<file path="config.mk">
export PLATFORM = sky130hd
export DESIGN_NAME = sprite_frame_writer
export DESIGN_NICKNAME = d
export VERILOG_FILES = /design/src/rtl/sprite_frame_writer_pkg.sv /design/src/rtl/sprite_window_addr.sv /design/src/rtl/sprite_frame_writer.sv
export SDC_FILE = /design/constraint.sdc
export NUM_CORES = 1
export LEC_CHECK = 0
export ABC_AREA = 0
export BUFFER_PORTS_ARGS = -buffer_cell sky130_fd_sc_hd__buf_4
export CAP_MARGIN = 20
export CORE_MARGIN = 3
export CORE_UTILIZATION = 30
export DETAILED_ROUTE_END_ITERATION = 6
export PLACE_DENSITY = 0.54
export SYNTH_ARGS = -nofsm -noshare
export SYNTH_HDL_FRONTEND = slang
export SYNTH_SLANG_ARGS = --single-unit
</file>
<file path="constraint.sdc">
create_clock -name pixel_clk_in -period 3.1 [get_ports pixel_clk_in]
set_clock_uncertainty 0.1 [all_clocks]
set_input_delay 0 -clock pixel_clk_in [delete_from_list [all_inputs] [get_ports pixel_clk_in]]
set_output_delay 0 -clock pixel_clk_in [all_outputs]
set_load 0.05 [all_outputs]
</file>
<file path="src/rtl/sprite_frame_writer_pkg.sv">
// Shared types and helpers for the sprite frame writer: capture FSM states
// and the BRAM address width for a double-banked WIDTH*HEIGHT image.
package sprite_frame_writer_pkg;

  typedef enum logic [1:0] {
    ARM     = 2'd0,
    CAPTURE = 2'd1,
    CHECK   = 2'd2
  } state_t;

  // Two banks of `pixels` entries each.
  function automatic int bram_addr_w(input int pixels);
    return $clog2(pixels * 2);
  endfunction

endpackage

</file>
<file path="src/rtl/sprite_window_addr.sv">
// Combinational crop-window test and BRAM address generation.
// Define DOWNSAMPLE_2X_EN for a 2x decimated window (even offsets only).
module sprite_window_addr
  import sprite_frame_writer_pkg::*;
#(
  parameter int WIDTH  = 256,
  parameter int HEIGHT = 256,
  parameter int X0     = 0,
  parameter int Y0     = 0,
  parameter int AW     = bram_addr_w(WIDTH * HEIGHT)
) (
  input  logic [10:0]   i_hcount,
  input  logic [9:0]    i_vcount,
  input  logic          i_bank,
  output logic          o_hit,
  output logic [AW-1:0] o_addr
);

`ifdef DOWNSAMPLE_2X_EN
  localparam int SCALE = 2;
`else
  localparam int SCALE = 1;
`endif
  localparam int SHIFT = SCALE - 1;

  logic [11:0] w_hc;
  logic [11:0] w_dx;
  logic [10:0] w_vc;
  logic [10:0] w_dy;
  logic        w_in_x;
  logic        w_in_y;
  logic        w_keep;

  // NOTE: every signal gets a value on every pass, so no latch is inferred.
  always_comb begin
    w_hc   = {1'b0, i_hcount};
    w_vc   = {1'b0, i_vcount};
    w_dx   = w_hc - 12'(X0);
    w_dy   = w_vc - 11'(Y0);
    w_in_x = (w_hc >= 12'(X0)) && (w_hc < 12'(X0 + SCALE * WIDTH));
    w_in_y = (w_vc >= 11'(Y0)) && (w_vc < 11'(Y0 + SCALE * HEIGHT));
`ifdef DOWNSAMPLE_2X_EN
    w_keep = !w_dx[0] && !w_dy[0];
`else
    w_keep = 1'b1;
`endif
    o_hit  = w_in_x && w_in_y && w_keep;
    o_addr = AW'(w_dx >> SHIFT)
           + AW'(w_dy >> SHIFT) * AW'(WIDTH)
           + (i_bank ? AW'(WIDTH * HEIGHT) : '0);
  end

endmodule

</file>
<file path="src/rtl/sprite_frame_writer.sv">
// Crops the camera stream into the hidden bank of a double-banked sprite BRAM
// and flips the displayed bank once a complete frame has landed.
// Optional DOWNSAMPLE_2X_EN: 2x decimated crop (see sprite_window_addr).
module sprite_frame_writer
  import sprite_frame_writer_pkg::*;
#(
  parameter int WIDTH  = 256,
  parameter int HEIGHT = 256,
  parameter int X0     = 0,
  parameter int Y0     = 0,
  parameter int DATA_W = 8
) (
  input  logic                                  pixel_clk_in,
  input  logic                                  rst_in,
  input  logic                                  capture_en_in,
  input  logic                                  valid_in,
  input  logic [10:0]                           hcount_in,
  input  logic [9:0]                            vcount_in,
  input  logic [DATA_W-1:0]                     pixel_in,
  input  logic                                  frame_done_in,
  output logic [bram_addr_w(WIDTH*HEIGHT)-1:0]  bram_addr_out,
  output logic [DATA_W-1:0]                     bram_data_out,
  output logic                                  bram_we_out,
  output logic                                  display_bank_out,
  output logic [7:0]                            frame_count_out,
  output logic                                  drop_out
);

  localparam int            AW     = bram_addr_w(WIDTH * HEIGHT);
  localparam logic [AW-1:0] PIXELS = AW'(WIDTH * HEIGHT);

  state_t        r_state;
  logic [AW-1:0] r_count;
  logic          w_hit;
  logic [AW-1:0] w_addr;
  logic          w_start;
  logic          w_take;

  // Writes always target the bank the reader is not showing.
  sprite_window_addr #(
    .WIDTH (WIDTH),
    .HEIGHT(HEIGHT),
    .X0    (X0),
    .Y0    (Y0),
    .AW    (AW)
  ) u_window (
    .i_hcount(hcount_in),
    .i_vcount(vcount_in),
    .i_bank  (~display_bank_out),
    .o_hit   (w_hit),
    .o_addr  (w_addr)
  );

  assign w_start = (r_state == ARM) && capture_en_in && valid_in
                && (hcount_in == 11'd0) && (vcount_in == 10'd0);
  assign w_take  = valid_in && w_hit && (w_start || (r_state == CAPTURE));

  // NOTE: sequential state uses non-blocking assignments only, so every
  // register samples the pre-edge values regardless of statement order.
  always_ff @(posedge pixel_clk_in) begin
    if (rst_in) begin
      r_state          <= ARM;
      r_count          <= '0;
      bram_addr_out    <= '0;
      bram_data_out    <= '0;
      bram_we_out      <= 1'b0;
      display_bank_out <= 1'b0;
      frame_count_out  <= 8'd0;
      drop_out         <= 1'b0;
    end else begin
      bram_we_out <= 1'b0;
      drop_out    <= 1'b0;

      if (w_take) begin
        bram_we_out   <= 1'b1;
        bram_data_out <= pixel_in;
        bram_addr_out <= w_addr;
        if (r_count != PIXELS) r_count <= r_count + AW'(1);
      end

      case (r_state)
        ARM: begin
          if (w_start) r_state <= CAPTURE;
        end
        CAPTURE: begin
          if (frame_done_in) r_state <= CHECK;
        end
        CHECK: begin
          // Overcount saturates at PIXELS and still passes; only undercount drops.
          if (r_count == PIXELS) begin
            display_bank_out <= ~display_bank_out;
            frame_count_out  <= frame_count_out + 8'd1;
          end else begin
            drop_out <= 1'b1;
          end
          r_count <= '0;
          r_state <= ARM;
        end
        default: r_state <= ARM;
      endcase
    end
  end

endmodule
</file>
# --- Word level (Yosys, flattened, before mapping) ---
# Index checks and enable logic that the tools add are counted.
totals:
  regBits: 55
  output_inout_bits: 36
  inputBits: 34
  wordCells: 44
op_classes:
  order_cmp: 2
  n_eq_ne: 6
  n_mux: 6
  n_reduce_logical: 16
  addsub: 4
  bitwise: 2
op_table:
  columns: ["op", "n"]
  rows:
  - ["11-bit by 17-bit adder with 17-bit output", 1]
  - ["17-bit by 1-bit adder with 17-bit output (second input constant)", 1]
  - ["17-bit adder", 1]
  - ["17-bit == test (second input constant)", 1]
  - ["17-bit 2-to-1 mux", 1]
  - ["17-bit inequality test (second input constant)", 1]
  - ["11-bit zero test", 1]
  - ["11-bit by 9-bit less-than comparator with 1-bit output (second input constant)", 1]
  - ["10-bit zero test", 1]
  - ["10-bit by 9-bit less-than comparator with 1-bit output (second input constant)", 1]
  - ["8-bit by 1-bit adder with 8-bit output (second input constant)", 1]
  - ["1-bit logical AND", 7]
  - ["2-bit AND reduction", 3]
  - ["2-bit 2-to-1 mux", 2]
  - ["2-bit inequality test (second input constant)", 2]
  - ["2-bit one-hot mux with 2 select lines", 1]
  - ["2-bit OR reduction", 2]
  - ["2-bit by 1-bit == test with 1-bit output (second input constant)", 1]
  - ["2-bit == test (second input constant)", 1]
  - ["2-bit zero test", 1]
  - ["1-bit 2-to-1 mux", 2]
  - ["1-bit NOT", 2]
  - ["1-bit logical OR", 1]

# --- Depth between registers and ports, before layout ---
# Gate-level depths: netlist of the first run.
depth:
  ltp_word: 8
  ltp_mapped: 8
  depth_no_buf: 8

# --- Modules after synthesis ---
# Synthesis of the first run repeated with hierarchy kept, for this count alone.
unflattened:
  cells_unflattened: 328
  area_unflattened_um2: 2643.8
modules_own_cells:
  columns: ["mod", "area_each_um2", "n_inst", "seq_area_each_um2", "cells_each"]
  rows:
  - ["sprite_frame_writer", 2381.0, 1, 1101.1, 294]
  - ["sprite_window_addr", 262.8, 1, 0.0, 34]

# --- Worst setup path after synthesis of the first run ---
# No wires, ideal clock.
synth_path:
  kind: "register -> register"
  from: "register r_count[0]"
  to: "register frame_count_out[7]"
  required_time_ns: 2.930
  period_less_slack_ns: 2.389
  t_arrival_ns: 2.218
  slack_ns: 0.711
  n_path_buf: 0
  stages_incl_launch_ff: 8
  setup_time_ns: 0.070
  path_cell_list: "dfxtp_1 inv_1 ha_1 or4b_4 nor4_4 nand4_4 or4_1 a21oi_1"
synth_via:
  elab_chain_cells: 2
synth_rtl:
  columns: ["element", "line", "rtl"]
  rows:
  - ["from (decl)", "sprite_frame_writer.sv:33", "logic [AW-1:0] r_count;"]
  - ["from (signal assigned)", "sprite_frame_writer.sv:78", "if (r_count != PIXELS) r_count <= r_count + AW'(1);"]
  - ["17-bit == test", "sprite_frame_writer.sv:90", "if (r_count == PIXELS) begin"]
  - ["2-bit AND reduction (no source line)", null, null]
  - ["to (signal assigned)", "sprite_frame_writer.sv:92", "frame_count_out <= frame_count_out + 8'd1;"]
  - ["to (decl)", "sprite_frame_writer.sv:25", "output logic [7:0] frame_count_out,"]
# No other way between the ends.
# A chain may end at the register's enable or synchronous reset.

# --- Worst setup path in the final report of the first run ---
# Same ends and word-level chain as after synthesis.

==> reports/metrics.yaml, run 1 <==
run_status:
  status: "complete, no violations"
synthesis:
  ys_seq_area_frac: 0.428
  ys_ff_latch: 55
  synth_edf_count: 0
  synth_cell_types: 43
  synth_area_leaders: "dfxtp_1 43%, a21oi_1 7.8%, nand2_1 6.7%, nor2_1 3.2%, o31ai_1 3.2%"
  yosys.area.top_type: "dfxtp_1"
  yosysMostFrequentCell: "dfxtp_1"
  synth_top_area_share: 0.428
  yosys_warnings: 0
  synthCells: 306
  synthArstFlopShare: 0
  synth_ff_type: "dfxtp_1"
  syn_avg_cell_area_um2: 8.41
  netlist_top_cells_count: "55 x dfxtp_1, 46 x nand2_1, 40 x a21oi_1"
  synth_nets: 347
  syn-cell-area_um2: 2570
die:
  rows: 33
  chipHeight_um: 98.6
  dieArea_um2: 9730
  core_um2: 8260
  initial_core_util: 0.312
  ios: 70
  die_w_um: 98.6
finish:
  stdcell_area_um2: 3550
  num_antenna_cells: 0
  syn_to_final_growth_pct: 37.9
  drive_gt1_frac: 0.237
  fin_nets: 436
  fillCellCount: 821
clock_network:
  cts_tree: "yes"
  numCtsBuffers: 5
  cts_sinks: 55
  insertion_delay_ns: 0.31
  clk_pin_slew_ns: 0.11
  cts-htree-levels: 2
  cts_root_buf: "clkbuf_8"
  cts_setup_buffers: 0
  clockBufferDepth: 2
timing:
  max_freq_ghz: 0.398
  min_period_over_period: 0.810
  worst_pin_slew_ns: 0.740
  hold_slack_ns: 0.0322
  grt_setup_unrepaired: "no"
  timing.final.ws_setup_ns: 0.589
  relSlewSlack: 0.507
  period_minus_slack_ns: 2.51
  drv_slew: 0
  finalSetupViolations: 0
  hold_viol: 0
  timing.setup.tns_ns: 0
global_route:
  grt_pass1_vias: 2390
  grt_max_degree: 40
  grt-ovfl-total: 0
  antenna_found_initial: 0
  grt_first_pass_wirelength_um: 11600
  track_usage: 0.141
worst_setup_path:
  arrival_ns: 2.67
  cp_top_family: "simple AND/OR/NAND/NOR gates"
  crit_chain: "inv_1 > ha_1 > or4b_4 > nor4_4 > nand4_4 > or4_1 > a21oi_1"
  worst_setup_path_start_kind: "flip-flop"
  cp_max_fo: 8
  worst_setup_path_end_kind: "flip-flop"
  required_ns: 3.26
  path_class: "reg -> reg"
  crit_slowest_cell: "or4_1"
  max_stage_delay_ns: 0.52
  path_buf_inv: 1
  rrSetupSlack_ns: 0.59
placed_design:
  dpl.hpwl_um: 4740
  portBuffers: 69
  pre_cts_slack_ns: 0.579
  gp_congestion: 0.792
  place_area_um2: 3190
routing:
  drc_errors: 0
  viasPerCell: 4.98
  routed_wl_um: 6800
  dr.first_iter.drc_count: 79
  routedWlPerCell_um: 13.6
  firstDrtPassIters: 4
  via_count: 2497
  postRouteAntennaNets: 0
min_path:
  hold_class: "in -> reg"
flow_run:
  drv_cap: 0
power_and_ir_drop:
  vdd_drop_max_mv: 0.155
  power.density_nw_per_um2: 349
  p_leak_nw: 1.29
[metrics by stage]
stage / power [mW] / util / std cells
detailed placement: 0.803 / 0.387 / 467
finish: 1.24 / 0.430 / 501
CTS: 1.26 / 0.430 / 501
global route: 1.30 / 0.430 / 501
floorplan: 0.756 / - / 306
global placement: 0.804 / 0.387 / 467
[cell families (layout without fill, tap and decap cells)]
logic type      count (synthesis)  count (layout)  share of synthesized area
fa+ha+maj                       7               7                     0.0369
buf+inv                        24             114                     0.0350
simple gates                  133             133                      0.284
flops                          55              55                      0.428
compound gates                 74              74                      0.172
xor+xnor                       12              12                     0.0408
mux                             1               1                    0.00389
[report_power, final]
| group | leakage (nW) | total [mW] | internal (mW) | switching, mW |
|---|---|---|---|---|
| Clock | 0.0463 | 0.424 | 0.167 | 0.257 |
| Sequential | 0.443 | 0.706 | 0.706 | 0.0000000442 |
| Combinational | 0.799 | 0.108 | 0.0635 | 0.0449 |
| Total | 1.29 | 1.24 | 0.936 | 0.302 |
[what timing repair did]
item	in CTS	in global routing
endpoints found under the hold margin	31	0
hold buffers	26	0
gates resized for setup	0	0
[placed cells by master, fill, tap and decap left out, drive strengths merged, types with 2 or more instances in the layout]
cell type	n
nand4	9
o31ai	11
nor3	2
and3	3
o22a	2
xnor2	9
nand2b	3
or3	6
a211oi	7
nand2	46
o41ai	2
nor4	7
buf	72
a21oi	40
or4	14
xor2	3
dlygate4sd3	26
nand4b	2
nor2b	2
clkbuf	5
dfxtp	55
nor2	22
ha	6
inv	9
or4b	2
nand3	10
o21ai	8
[worst register-to-register path, cell delays in order (launching register included)]
cell     delay (ns)
dfxtp_1        0.36
inv_1          0.07
ha_1           0.12
or4b_4         0.48
nor4_4         0.48
nand4_4        0.17
or4_1          0.52
a21oi_1        0.14
[layout make-up]
cell class | instances | area [µm²] | share of cell area
clock buffers | 5 | 68.8 | 0.0194
clock inverters | 3 | 27.5 | 0.00776
inverters | 8 | 30.0 | 0.00846
multi-input cells | 227 | 1390 | 0.391
flip-flops and latches | 55 | 1100 | 0.310
well taps | 105 | 131 | 0.0370
repair buffers | 98 | 801 | 0.226
[state kept, by name, summed over array words and instances (netlist names)]
signal / count
display_bank_out: 1
bram_data_out: 8
bram_addr_out: 17
r_count: 17
bram_we_out: 1
r_state: 2
drop_out: 1
frame_count_out: 8
[layer usage]
| metal | vias to the layer above | GRT usage | routed length (µm) |
|---|---|---|---|
| met3 | 7 | 0.0340 | 333 |
| met1 | 1136 | 0.190 | 3320 |
| met5 | - | 0 | 0 |
| li1 | 1292 | - | - |
| met2 | 62 | 0.232 | 3080 |
| met4 | 0 | 0.0315 | 64 |
[final timing paths]
kind	startpoint	cells past startpoint	endpoint
setup / recovery	r_count[0]$_SDFFE_PP0P_	7	frame_count_out[7]$_SDFFE_PP0P_
hold reg to reg	bram_addr_out[8]$_SDFFE_PP0P_	2	bram_addr_out[8]$_SDFFE_PP0P_
setup reg to reg	r_count[0]$_SDFFE_PP0P_	7	frame_count_out[7]$_SDFFE_PP0P_
hold / removal	vcount_in[1]	4	bram_addr_out[9]$_SDFFE_PP0P_
Note: power is estimated with default switching activity, not from simulation.
==> run 2: changes to the inputs <==
PLACE_DENSITY = 0.55   (was 0.54)
clock period = 2.1 ns   (was 3.1 ns; I/O delays follow)
==> run 2 against run 1 <==
Against the previous run: the run now ends with negative hold slack, negative setup slack left; global-route usage grew 0.36 points; clock-buffer cell count is the same; design area grew 12%; non-clock buffer count grew 36; sequential share of layout area shrank 3.3 points; core utilization grew 5.2 points; fmax grew 13%; hold slack lost 0.034 ns; critical path depth is the same; register-to-register slack lost 0.71 ns; combinational power grew 51%; flip-flop and latch count is the same; critical path type unchanged.
==> reports/metrics.yaml, run 2 (synthesized netlist as in run 1, its figures left out) <==
routing:
  viasPerCell: 4.98
  drc_errors: 0
  firstDrtPassIters: 4
  top_layer_used: "met4"
  route.met3.wl_um: 348
  routedWlPerCell_um: 13.7
  dr.first_iter.drc_count: 97
  routed_wl_um: 7370
  wl_met2_um: 3420
  postRouteAntennaNets: 0
  via_count: 2677
  wl_met1_um: 3550
finish:
  num_antenna_cells: 0
  top_regs: "bram_addr_out x17, r_count x17"
  stdcell_area_um2: 3980
  regArea_um2: 1100
  multiInputGateArea_um2: 1540
  drive_gt1_frac: 0.372
  layout_common_cells: "106 x buf_4, 52 x dfxtp_1, 46 x nand2_1"
  fillCellCount: 819
  mostFrequentLayoutCell: "buf_4"
  fin_nets: 473
  syn_to_final_growth_pct: 54.6
clock_network:
  cts_sinks: 55
  cts_root_buf: "clkbuf_8"
  cts_tree: "yes"
  cts-htree-levels: 2
  clk_pin_slew_ns: 0.11
  numCtsBuffers: 5
  insertion_delay_ns: 0.32
  clockBufferDepth: 2
run_status:
  violations: "negative hold slack, negative setup slack"
  status: "finished with violations"
die:
  rows: 33
  initial_core_util: 0.312
  core_um2: 8260
  chipHeight_um: 98.6
  dieArea_um2: 9730
  ios: 70
  die_w_um: 98.6
power_and_ir_drop:
  power.density_nw_per_um2: 462
  swShare: 0.247
  seq_power_share: 0.567
  p_switching_mw: 0.455
  p_comb_frac: 0.089
  vdd_drop_max_mv: 0.272
  p_leak_nw: 1.50
  clkPwrFrac: 0.345
  internal_power_mw: 1.38
timing:
  period_minus_slack_ns: 2.22
  grt_setup_unrepaired: "yes"
  worst_pin_slew_ns: 0.412
  hold_viol: 1
  finalSetupViolations: 5
  hold_slack_ns: -0.00153
  max_freq_ghz: 0.450
  relSlewSlack: 0.722
  timing.final.ws_setup_ns: -0.123
  min_period_over_period: 1.06
  drv_slew: 0
min_path:
  hold_class: "in -> reg"
worst_setup_path:
  cp_top_family: "simple AND/OR/NAND/NOR gates"
  worst_setup_path_end_kind: "flip-flop"
  path_class: "reg -> reg"
  crit_end: "frame_count_out[7]$_SDFFE_PP0P_"
  path_buf_inv: 1
  worst_setup_path_start_kind: "flip-flop"
  crit_chain: "inv_2 > ha_4 > or4b_4 > nor4_4 > nand4_4 > or4_1 > a21oi_1"
  crit_slowest_cell: "or4b_4"
  reg2reg_to: "frame_count_out[7]$_SDFFE_PP0P_"
  reg2reg_depth: 7
  rrSetupSlack_ns: -0.12
  cp_max_fo: 6
  crit_start: "r_count[0]$_SDFFE_PP0P_"
  cp_num_cells: 7
  r2r_start: "r_count[0]$_SDFFE_PP0P_"
  required_ns: 2.26
  max_stage_delay_ns: 0.48
  arrival_ns: 2.38
global_route:
  track_usage: 0.145
  grt_pass1_vias: 2458
  grt_max_degree: 39
  antenna_found_initial: 0
  grt_first_pass_wirelength_um: 11700
  grt-ovfl-total: 0
placed_design:
  dpl.hpwl_um: 5160
  gp_congestion: 0.794
  place_area_um2: 3490
  portBuffers: 69
flow_run:
  drv_cap: 0
==> run 2: layer usage <==
metal  vias up  GRT usage
li1       1368          -
met1      1238      0.198
met2        65      0.234
met3         6     0.0375
met4         0     0.0284
met5         -          0
==> run 2: stage by stage <==
| step | utilization | power [mW] | instances | setup WS, ns | TNS [ns] |
|---|---|---|---|---|---|
| after detailed placement | 0.423 | 1.19 | 502 | -0.134 | -1.42 |
| after global placement | 0.423 | 1.19 | 502 | -0.0814 | -0.697 |
| after floorplan | - | 1.12 | 306 | -0.148 | -0.406 |
| after CTS | 0.463 | 1.86 | 533 | -0.130 | -0.312 |
| final | 0.482 | 1.84 | 538 | -0.123 | -0.324 |
| after global routing | 0.482 | 1.92 | 538 | -0.233 | -2.06 |
==> run 2: power by group through the flow <==
stage	sequential [mW]	combinational, mW	clock, mW
floorplan	1.07	0.0499	0
global placement	1.07	0.128	0
detailed placement	1.07	0.128	0
CTS	1.04	0.159	0.661
global route	1.04	0.181	0.697
finish	1.04	0.163	0.634
==> run 2: cell type report <==
type | instances | area share
Timing Repair Buffer | 134 | 0.272
Sequential cell | 55 | 0.278
Multi-Input combinational cell | 228 | 0.386
Inverter | 8 | 0.00754
Clock buffer | 5 | 0.0173
Tap cell | 105 | 0.0330
Clock inverter | 3 | 0.00692
==> run 2: worst min path at each step <==
stage            startpoint                             end  slack [ns]  cells past startpoint
5_1_grt        vcount_in[3]  bram_addr_out[11]$_SDFFE_PP0P_        0.02                      5
3_5_place_dp    pixel_in[2]   bram_data_out[2]$_SDFFE_PP0P_        0.16                      3
2_1_floorplan  hcount_in[0]   bram_addr_out[0]$_SDFFE_PP0P_        0.04                      2
6_report       vcount_in[0]   bram_addr_out[8]$_SDFFE_PP0P_      -0.002                      4
3_3_place_gp    pixel_in[4]   bram_data_out[4]$_SDFFE_PP0P_        0.16                      3
4_1_cts        vcount_in[0]   bram_addr_out[8]$_SDFFE_PP0P_       0.004                      4
==> run 2: worst min-delay path, stage by stage <==
cell and delay, ns:
buf_4 0.09, ha_1 0.11, nand2_1 0.04, a21oi_1 0.13
==> run 2: what timing repair did <==
item	CTS	global route
setup buffers	2	3
gates resized for setup	3	30
pin swaps	5	20
endpoints found under the setup margin	18	20
hold buffers	21	0
endpoints found under the hold margin	22	0
gates cloned	0	3
